===== config.mk =====
export PLATFORM = sky130hd
export DESIGN_NAME = uart_frame_tx
export DESIGN_NICKNAME = d
export VERILOG_FILES = /design/src/rtl/uart_frame_pkg.sv /design/src/rtl/uart_tx_byte.sv /design/src/rtl/uart_frame_tx.sv
export SDC_FILE = /design/constraint.sdc
export NUM_CORES = 1
export LEC_CHECK = 0
export ABC_AREA = 1
export BUFFER_PORTS_ARGS = -buffer_cell sky130_fd_sc_hd__clkbuf_2
export CAP_MARGIN = 20
export CORE_UTILIZATION = 35
export DETAILED_ROUTE_END_ITERATION = 12
export GPL_ROUTABILITY_DRIVEN = 0
export PLACE_DENSITY = 0.48
export SLEW_MARGIN = 15
export SYNTH_ARGS = -nofsm -noshare
export SYNTH_HDL_FRONTEND = slang
export SYNTH_SLANG_ARGS = --single-unit
export TNS_END_PERCENT = 5

===== constraint.sdc =====
create_clock -name clk -period 2.7 [get_ports clk]
set_clock_uncertainty 0.05 [all_clocks]
set_input_delay 0.675 -clock clk [delete_from_list [all_inputs] [get_ports clk]]
set_output_delay 0.675 -clock clk [all_outputs]
set_load 0.1 [all_outputs]

===== src/rtl/uart_frame_pkg.sv =====
// Shared types and constants for the telemetry frame sequencer and its UART serializer.
// Delimiter constants are also used by the upstream byte multiplexer.
package uart_frame_pkg;

   typedef enum logic [2:0] {
      ST_IDLE  = 3'd0,
      ST_SETUP = 3'd1,
      ST_FETCH = 3'd2,
      ST_START = 3'd3,
      ST_DATA  = 3'd4,
      ST_STOP  = 3'd5
   } state_t;

   localparam int FRAME_LEN_DEF = 37;

   localparam logic [7:0] ASCII_LPAREN = 8'h28;
   localparam logic [7:0] ASCII_RPAREN = 8'h29;
   localparam logic [7:0] ASCII_DOT    = 8'h2E;

   function automatic int calc_baud_div(input int clk_freq, input int baud);
      return clk_freq / baud;
   endfunction

   // Counter width for a 0..n-1 range, never narrower than one bit.
   function automatic int cnt_width(input int n);
      return (n > 1) ? $clog2(n) : 1;
   endfunction

endpackage


===== src/rtl/uart_tx_byte.sv =====
// 8N1 byte serializer, LSB first: start bit follows load by one cycle, 10*BAUD_DIV cycles per byte.
// No backpressure; load is only issued while idle, done_o strobes during the final stop-bit cycle.
module uart_tx_byte
   import uart_frame_pkg::*;
#(
   parameter int BAUD_DIV = 16
) (
   input  logic       clk,
   input  logic       rst_n,
   input  logic       load_i,
   input  logic [7:0] data_i,
   output logic       tx_o,
   output logic       done_o
);

   localparam int            CW        = cnt_width(BAUD_DIV);
   localparam logic [CW-1:0] BAUD_LAST = CW'(BAUD_DIV - 1);

   state_t        state_q, state_d;
   logic [CW-1:0] baud_q, baud_d;
   logic [2:0]    bit_q, bit_d;
   logic [7:0]    shift_q, shift_d;
   logic          tx_q, tx_d;
   logic          baud_end;

   assign baud_end = (baud_q == BAUD_LAST);
   assign tx_o     = tx_q;

   always_ff @(posedge clk or negedge rst_n) begin
      if (!rst_n) begin
         state_q <= ST_IDLE;
         baud_q  <= '0;
         bit_q   <= '0;
         shift_q <= '0;
         tx_q    <= 1'b1;
      end else begin
         state_q <= state_d;
         baud_q  <= baud_d;
         bit_q   <= bit_d;
         shift_q <= shift_d;
         tx_q    <= tx_d;
      end
   end

   always_comb begin
      state_d = state_q;
      baud_d  = baud_q;
      bit_d   = bit_q;
      shift_d = shift_q;
      tx_d    = tx_q;
      done_o  = 1'b0;

      case (state_q)
         ST_IDLE: begin
            tx_d = 1'b1;
         end
         ST_START: begin
            if (baud_end) begin
               state_d = ST_DATA;
               baud_d  = '0;
               tx_d    = shift_q[0];
            end else begin
               baud_d = baud_q + 1'b1;
            end
         end
         ST_DATA: begin
            if (baud_end) begin
               baud_d = '0;
               if (bit_q == 3'd7) begin
                  state_d = ST_STOP;
                  tx_d    = 1'b1;
               end else begin
                  bit_d   = bit_q + 3'd1;
                  shift_d = shift_q >> 1;
                  tx_d    = shift_q[1];
               end
            end else begin
               baud_d = baud_q + 1'b1;
            end
         end
         ST_STOP: begin
            if (baud_end) begin
               state_d = ST_IDLE;
               baud_d  = '0;
               done_o  = 1'b1;
            end else begin
               baud_d = baud_q + 1'b1;
            end
         end
         default: begin
            state_d = ST_IDLE;
            baud_d  = '0;
            tx_d    = 1'b1;
         end
      endcase

      // The line drops at the same edge that captures the byte, so the start bit is registered.
      if (load_i) begin
         state_d = ST_START;
         baud_d  = '0;
         bit_d   = '0;
         shift_d = data_i;
         tx_d    = 1'b0;
      end
   end

endmodule


===== src/rtl/uart_frame_tx.sv =====
// Frame sequencer: walks byte_idx over the frame, fetches each mux byte and sends it as 8N1 UART.
// Start bit 3 cycles after trigger, 2+10*BAUD_DIV cycles per byte; triggers while busy are dropped.
module uart_frame_tx
   import uart_frame_pkg::*;
#(
   parameter int CLK_FREQ   = 50_000_000,
   parameter int BAUD       = 9600,
   parameter int FRAME_LEN  = FRAME_LEN_DEF,
   parameter int PERIOD_CYC = 50_000_000
) (
   input  logic       clk,
   input  logic       rst_n,
   input  logic       frame_req,
   input  logic [7:0] frame_byte,
   output logic [7:0] byte_idx,
   output logic       uart_tx,
   output logic       busy,
   output logic       frame_done
);

   localparam int            BAUD_DIV    = calc_baud_div(CLK_FREQ, BAUD);
   localparam int            TW          = cnt_width(PERIOD_CYC);
   localparam logic [TW-1:0] PERIOD_LAST = TW'(PERIOD_CYC - 1);
   localparam logic [7:0]    IDX_LAST    = 8'(FRAME_LEN - 1);

   state_t        state_q, state_d;
   logic [7:0]    idx_q, idx_d;
   logic          busy_q, busy_d;
   logic          done_q, done_d;
   logic [TW-1:0] timer_q, timer_d;
   logic          tick;
   logic          trigger;
   logic          ser_load;
   logic          ser_done;
   logic          ser_tx;

   assign tick    = (PERIOD_CYC != 0) && (timer_q == PERIOD_LAST);
   assign trigger = frame_req | tick;

   assign byte_idx   = idx_q;
   assign busy       = busy_q;
   assign frame_done = done_q;
   assign uart_tx    = ser_tx;

   always_comb begin
      timer_d = '0;
      if ((PERIOD_CYC != 0) && !tick) begin
         timer_d = timer_q + 1'b1;
      end
   end

   always_ff @(posedge clk or negedge rst_n) begin
      if (!rst_n) begin
         state_q <= ST_IDLE;
         idx_q   <= '0;
         busy_q  <= 1'b0;
         done_q  <= 1'b0;
         timer_q <= '0;
      end else begin
         state_q <= state_d;
         idx_q   <= idx_d;
         busy_q  <= busy_d;
         done_q  <= done_d;
         timer_q <= timer_d;
      end
   end

   // START..STOP sequencing lives in uart_tx_byte; here ST_START means "serializer owns the line".
   always_comb begin
      state_d  = state_q;
      idx_d    = idx_q;
      busy_d   = busy_q;
      done_d   = 1'b0;
      ser_load = 1'b0;

      case (state_q)
         ST_IDLE: begin
            if (trigger) begin
               state_d = ST_SETUP;
               busy_d  = 1'b1;
               idx_d   = '0;
            end
         end
         ST_SETUP: begin
            state_d = ST_FETCH;
         end
         ST_FETCH: begin
            ser_load = 1'b1;
            state_d  = ST_START;
         end
         ST_START: begin
            if (ser_done) begin
               if (idx_q == IDX_LAST) begin
                  state_d = ST_IDLE;
                  done_d  = 1'b1;
                  busy_d  = 1'b0;
                  idx_d   = '0;
               end else begin
                  state_d = ST_SETUP;
                  idx_d   = idx_q + 8'd1;
               end
            end
         end
         default: begin
            state_d = ST_IDLE;
            busy_d  = 1'b0;
            idx_d   = '0;
         end
      endcase
   end

   uart_tx_byte #(
      .BAUD_DIV(BAUD_DIV)
   ) u_tx_byte (
      .clk   (clk),
      .rst_n (rst_n),
      .load_i(ser_load),
      .data_i(frame_byte),
      .tx_o  (ser_tx),
      .done_o(ser_done)
   );

endmodule

==> metrics.md, run 1 <==
| Metric | Value |
|---|---|
| Outcome | `complete, no violations` |
| Vias per std cell | `4.92` |
| Fin. Hold Viols | `0` |
| Die area | `0.0116 mm2` |
| CTS root buffer | `clkbuf_8` |
| CP Class | `reg -> out` |
| Synthesized instance count | `about 540` |
| First-pass GRT wire length | `approximately 16000 um` |
| Rel. slew slack | `0.637` |
| Seq/Total Area, Yosys | `0.423` |
| Syn_nets | `between 500 and 600` |
| Avg WL per Cell | `13.1 um` |
| Detailed Place HPWL | `around 6700 um` |
| GR Util met3 | `0.0315` |
| Slew at the pin with the worst max-slew slack | `547 ps` |
| Die W | `108 um` |
| CP Max Fanout | `8` |
| Final setup vio count | `0` |
| Syn Area/Cell | `between 7 and 8 um2` |
| GRT overflow | `0` |
| Synth top area share | `0.416` |
| Post-CTS sizing | `0` |
| Ordered cell list for the critical path | `clkbuf_2` |
| CTS Sinks | `66` |
| Antenna cells | `0` |
| FMAX | `about 470 MHz` |
| Detail Route Antenna Nets | `0` |
| Hold Path Class | `in -> async` |
| Placed Cells | `between 600 and 700` |
| Largest net degree at the start of global routing | `67` |
| Share of layout cells above drive strength 1 | `0.126` |
| Grt peak-use layer | `met2` |
| CP arrival | `~1400 ps` |
| Final WL | `roughly 9300 um` |
| Total GRT Usage | `0.179` |
| Fillers | `around 1200` |
| Met1 usage | `0.238` |
| Startpoint Class | `register` |
| Critical Path RT | `1980 ps` |
| Via count | `3493` |
| YS warnings | `0` |
| Final net count | `about 600` |
| Final Max Tran Viols | `0` |
| Async SR Flop Fraction | `1.00` |
| Critical path capture point type | `output pin` |
| Leakage Power | `roughly 2.1 nW` |
| Seq cells post-synth | `66` |
| Chip Height | `between 100 and 150 um` |
| Cell depth of the worst setup path | `1` |
| DRC Markers | `0` |
| Top post-synthesis cells by area | `dfrtp_1, nand2_1, nor2_1` |
| Critical path's top delay family | `flip-flops` |
| Num ports | `22` |
| CTS tree | `built` |
| Final period util | `0.791` |
| CP bufs+invs | `1` |
| Core area | `0.0108 mm2` |
| Initial core utilization | `0.361` |
| Yosys cell types | `32` |
| Crit-path slowest cell | `dfrtp_1` |
| Final setup TNS | `0 ps` |
| FF-to-FF path depth | `10` |
| Post-CTS setup buffer count | `0` |
| H-tree lvl count | `3` |
| Layout area overhead | `12.5%` |
| Top FF cell, synth | `dfrtp_1` |
| Slowest stage delay, CP | `about 530 ps` |
| Num rows | `38` |
| Syn Std Cell Area | `about 0.0039 mm2` |
| Unrepaired setup endpoints after global routing | `no` |
| First DRT Iteration DRCs | `176` |
| Worst-Skew Late Latency | `about 360 ps` |
| CTS Hold Bufs | `0` |
| Initial antenna violation count | `0` |
| Clock transition at path regs | `around 80 ps` |
| GR Layer Usage met2 | `0.282` |
| Peak VDD IR | `0.000567 V` |
| Largest area contributor in the netlist | `dfrtp_1` |
| TritonCTS Buffers | `9` |
| Number of global-route vias before repair | `about 3400` |
| First drt pass iteration count | `6` |
| Final std cells w/o fill | `710` |
| Clock Path Buffers | `2` |
| Post-synth EDFFs | `0` |
| Max Cap Viol | `0` |
| Total power draw | `about 3.2 mW` |
| IO Port Bufs | `21` |
| Tmin final | `around 2100 ps` |
| Power Dens Cells | `~730 mW/mm2` |
[Yosys cell counts (2+ instances only)]
library cell,count
nand2_1,156
nor2_1,77
dfrtp_1,65
inv_1,54
nand3_1,43
nand4_1,23
nor3_1,16
a21oi_1,15
o21ai_0,11
ha_1,9
inv_2,8
nor2_2,8
xor2_1,7
nor2_4,5
o21ai_1,5
xnor2_1,5
buf_2,4
nand3_2,4
a31oi_1,3
clkbuf_1,3
nand2_2,3
nor4_1,3
buf_6,2
clkinv_1,2
[cell families after synthesis]
group	Yosys count	synth area share
AOI/OAI and AO/OA	35	0.0464
buffers and inverters	73	0.0752
adders and majority gates	9	0.0288
DFF	66	0.423
xor gates and xnor gates	12	0.0269
and+or+nand+nor	344	0.400
[worst paths after layout]
check | from | end | slack [ps]
min | rst_n | timer_q[12] | 280
max in group asynchronous | rst_n | u_tx_byte.tx_o | 2000
min in group clk | timer_q[0] | timer_q[0] | 440
max reg2reg | u_tx_byte.baud_q[0] | byte_idx[0] | 600
min reg2reg | timer_q[0] | timer_q[0] | 440
max | byte_idx[3] | byte_idx[3] | 570
[per-layer routing]
metal / wire length (um) / share of wire
met5: 0 / 0
met4: 178 / 0.019
met3: 338 / 0.036
met2: 4280 / 0.46
met1: 4490 / 0.48
[final cells by class]
type	instances	area, um2	area share
Clock buffer	9	124	0.0282
Timing Repair Buffer	24	140	0.0319
Multi-Input combinational cell	400	1960	0.446
Sequential cell	66	1650	0.376
Clock inverter	7	101	0.0231
Tap cell	140	175	0.0399
Inverter	64	240	0.0547
[power breakdown]
part,internal [mW],switching (mW)
combinational,0.255,0.774
sequential,1.11,0.0950
clock,0.527,0.440
total,1.89,1.31
[layout by cell type, fill, tap and decap left out, types with 3 or more instances in the layout]
master / synthesis / routed
inv_2: 8 / 8
nand3_2: 4 / 4
inv_1: 54 / 54
nand2_2: 3 / 3
a31oi_1: 3 / 3
nor2_4: 5 / 5
ha_1: 9 / 9
nand2_1: 156 / 156
nor3_1: 16 / 16
xnor2_1: 5 / 5
nor4_1: 3 / 3
a21oi_1: 15 / 15
nand4_1: 23 / 23
nor2_1: 77 / 77
nand3_1: 43 / 43
dfrtp_1: 65 / 65
o21ai_0: 11 / 11
nor2_2: 8 / 8
clkbuf_8: 0 / 9
o21ai_1: 5 / 5
clkbuf_2: 0 / 20
xor2_1: 7 / 7
[sequential cells by signal, summed over array words and instances, names as in the netlist, 2 cells and up]
register and flops:
byte_idx 8, state_q 2, timer_q 26, u_tx_byte.baud_q 13, u_tx_byte.bit_q 3, u_tx_byte.shift_q 8
u_tx_byte.state_q 3
[stage by stage]
step,worst slack (ps),area [um2],hold slack [ps],utilization
after floorplan,664,3910,329,-
after global placement,641,4170,411,0.385
after detailed placement,602,4170,419,0.385
after CTS,539,4400,273,0.405
after global routing,350,4400,296,0.405
final,566,4400,276,0.405
Note: power is estimated with default switching activity, not from simulation.
==> run 2: changes to the inputs <==
--- a/config.mk
+++ b/config.mk
@@ -5,7 +5,7 @@
 export SDC_FILE = /design/constraint.sdc
 export NUM_CORES = 1
 export LEC_CHECK = 0
-export ABC_AREA = 1
+export ABC_AREA = 0
 export BUFFER_PORTS_ARGS = -buffer_cell sky130_fd_sc_hd__clkbuf_2
 export CAP_MARGIN = 20
 export CORE_UTILIZATION = 35
==> constraint.sdc (replaced) <==
create_clock -name clk -period 2 [get_ports clk]
set_clock_uncertainty 0.05 [all_clocks]
set_input_delay 0.5 -clock clk [delete_from_list [all_inputs] [get_ports clk]]
set_output_delay 0.5 -clock clk [all_outputs]
set_load 0.1 [all_outputs]
==> run 2 against run 1 <==
Effect of this change: global-route usage fell by 1.8 points; count of clock-buffer cells in the layout rose by 5; final area rose by 0.94%; cell count fell by 21%; sequential share of layout area fell by 0.096 points; flip-flop and latch count did not move; worst setup slack got worse by 770 ps; clock power rose by 9%; the flow now finishes with violations (negative setup slack); sequential power rose by 12%; combinational power fell by 95%; critical path depth rose by 5; synthesized cell count fell by 35%.
==> metrics.md, run 2 <==
| Metric | Value |
|---|---|
| Critical Path RT | `2190 ps` |
| Fin. Hold Viols | `0` |
| Crit-path slowest cell | `or4_4` |
| Die area | `around 0.010 mm2` |
| Power Dens Cells | `around 550 mW/mm2` |
| Post-synth EDFFs | `0` |
| TritonCTS Buffers | `9` |
| IO Port Bufs | `21` |
| YS warnings | `0` |
| Final WL | `around 7700 um` |
| Largest area contributor in the netlist | `dfrtp_1` |
| Rel. slew slack | `0.641` |
| Final period util | `1.10` |
| Num rows | `36` |
| Via count | `about 2800` |
| Detail Route Antenna Nets | `0` |
| Clock Path Buffers | `2` |
| Critical path's top delay family | `simple AND/OR/NAND/NOR gates` |
| Num ports | `22` |
| Synth top area share | `0.468` |
| Fin area | `~0.0044 mm2` |
| DRC Markers | `0` |
| Clock transition at path regs | `70 ps` |
| Hold Path Class | `in -> async` |
| Final setup TNS | `-2280 ps` |
| Peak VDD IR | `between 0.0002 and 0.0003 V` |
| Slew at the pin with the worst max-slew slack | `~540 ps` |
| Outcome | `complete, but fails checks` |
| CP Max Fanout | `6` |
| CP bufs+invs | `1` |
| Ordered cell list for the critical path | `or4_4, o41ai_4, buf_4, and2b_4, nand3_4, o41ai_2` |
| First drt pass iteration count | `4` |
| Post-CTS setup buffer count | `0` |
| Met2 WL | `between 3000 and 4000 um` |
| Top FF cell, synth | `dfrtp_1` |
| Startpoint Class | `register` |
| Share of layout cells above drive strength 1 | `0.283` |
| First DRT Iteration DRCs | `between 100 and 150` |
| Core area | `0.00968 mm2` |
| Number of global-route vias before repair | `~2600` |
| Biggest regs | `timer_q: 26 flops, u_tx_byte.baud_q: 13 flops` |
| Commonest non-fill, non-tap cell in the layout | `dfrtp_1` |
| Commonest non-fill, non-tap cells in the layout | `dfrtp_1, buf_4, nor2_1, nand2_1, clkbuf_2` |
| Total power draw | `2.45 mW` |
| Antenna cells | `0` |
| Layout area overhead | `27.6%` |
| Seq cells post-synth | `between 60 and 70` |
| Placed cell area | `~0.0042 mm2` |
| Max layer used | `met4` |
| CTS tree | `built` |
| Tmin final | `roughly 2200 ps` |
| GRT overflow | `0` |
| Routed met3 length | `around 210 um` |
| Initial antenna violation count | `0` |
| Yosys cell types | `54` |
| FMAX | `454 MHz` |
| Final setup vio count | `21` |
| H-tree lvl count | `3` |
| CTS Hold Bufs | `0` |
| Leakage Power | `around 2.1 nW` |
| Syn Std Cell Area | `between 0.003 and 0.004 mm2` |
| Detailed Place HPWL | `approximately 5600 um` |
| Hold slack | `~70 ps` |
| Final worst slack | `-201 ps` |
| Slowest stage delay, CP | `570 ps` |
| First-pass GRT wire length | `12800 um` |
| Top post-synthesis cells by area | `dfrtp_1, o31ai_1, xnor2_1` |
| Syn Area/Cell | `roughly 10 um2` |
| Worst-Skew Late Latency | `340 ps` |
| Max Cap Viol | `0` |
| Initial core utilization | `0.359` |
| Avg WL per Cell | `between 10 and 15 um` |
| Top cells by count, synth | `dfrtp_1, nor2_1, nand2_1` |
| Count leader, synth | `dfrtp_1` |
| Syn_nets | `approximately 370` |
| Synthesized instance count | `349` |
| Async SR Flop Fraction | `1.00` |
| Total GRT Usage | `0.161` |
| Die W | `102 um` |
| Largest net degree at the start of global routing | `24` |
| Vias per std cell | `about 5.0` |
| CTS Sinks | `66` |
| Critical path capture point type | `register` |
| Layout Utilization | `0.458` |
| CTS root buffer | `clkbuf_8` |
| Chip Height | `102 um` |
| M1 wire length | `a little under 4000 um` |
| Final net count | `approximately 450` |
| Unrepaired setup endpoints after global routing | `yes` |
| Max reg flops | `26` |
| CP Class | `reg -> reg` |
| Seq/Total Area, Yosys | `0.475` |
| Failing checks | `negative setup slack` |
| Biggest register | `timer_q` |
| CP arrival | `roughly 2400 ps` |
| Final Max Tran Viols | `0` |
-- run 2: what timing repair did --
action                                  4_1_cts  5_1_grt
endpoints found under the setup margin       30       36
resized for setup                             8        9
pin swaps                                     3        0
-- run 2: cells by family (layout without fill, tap and decap cells) --
kind of cell,after synthesis,in the layout,share of synthesized area
buf+inv,20,102,0.0241
mux,10,10,0.0291
flops,66,66,0.475
fa+ha+maj,9,9,0.0324
compound gates,64,64,0.132
xor+xnor,28,28,0.0705
simple gates,152,152,0.237
-- run 2: through the flow --
step | setup WS [ps] | std cells
6_report | -201 | 564
3_5_place_dp | -190 | 548
5_1_grt | -291 | 564
2_1_floorplan | -262 | 349
3_3_place_gp | -158 | 548
4_1_cts | -199 | 564
-- run 2: final timing paths --
check,startpoint,endpoint,slack [ps],cells after the start
worst max-delay path,u_tx_byte.baud_q[9],byte_idx[6],-200,6
worst min-delay path,rst_n,u_tx_byte.baud_q[0],70,1
worst max register to register,u_tx_byte.baud_q[9],byte_idx[6],-200,6
worst min register to register,busy,busy,460,1
max in group asynchronous,rst_n,u_tx_byte.shift_q[0],1270,2
min in group clk,frame_byte[1],u_tx_byte.shift_q[1],320,3
-- run 2: worst reg2reg max path, stage by stage (launching register included) --
cell and delay (ps):
dfrtp_1 370, or4_4 570, o41ai_4 340, buf_4 170
and2b_4 170, nand3_4 120, o41ai_2 320
-- run 2: where the power goes --
group / internal [mW] / switching (mW)
combinational: 0.0215 / 0.0349
clock: 0.549 / 0.499
sequential: 1.34 / 0.00481
total: 1.91 / 0.539
-- run 2: layer usage --
layer  up-vias  track usage
li1       1417            -
met1      1349        0.236
met2        37        0.239
met3         8       0.0373
met4         0       0.0435
met5         -            0
-- run 2: area by class of cell --
| class | count | area (um2) |
|---|---|---|
| clock buffer | 14 | 173 |
| clock inverter | 2 | 10.0 |
| fill | 966 | 5250 |
| inverter | 6 | 22.5 |
| multi-input combinational | 263 | 1780 |
| sequential | 66 | 1660 |
| tap | 133 | 166 |
| timing repair buffer | 80 | 617 |
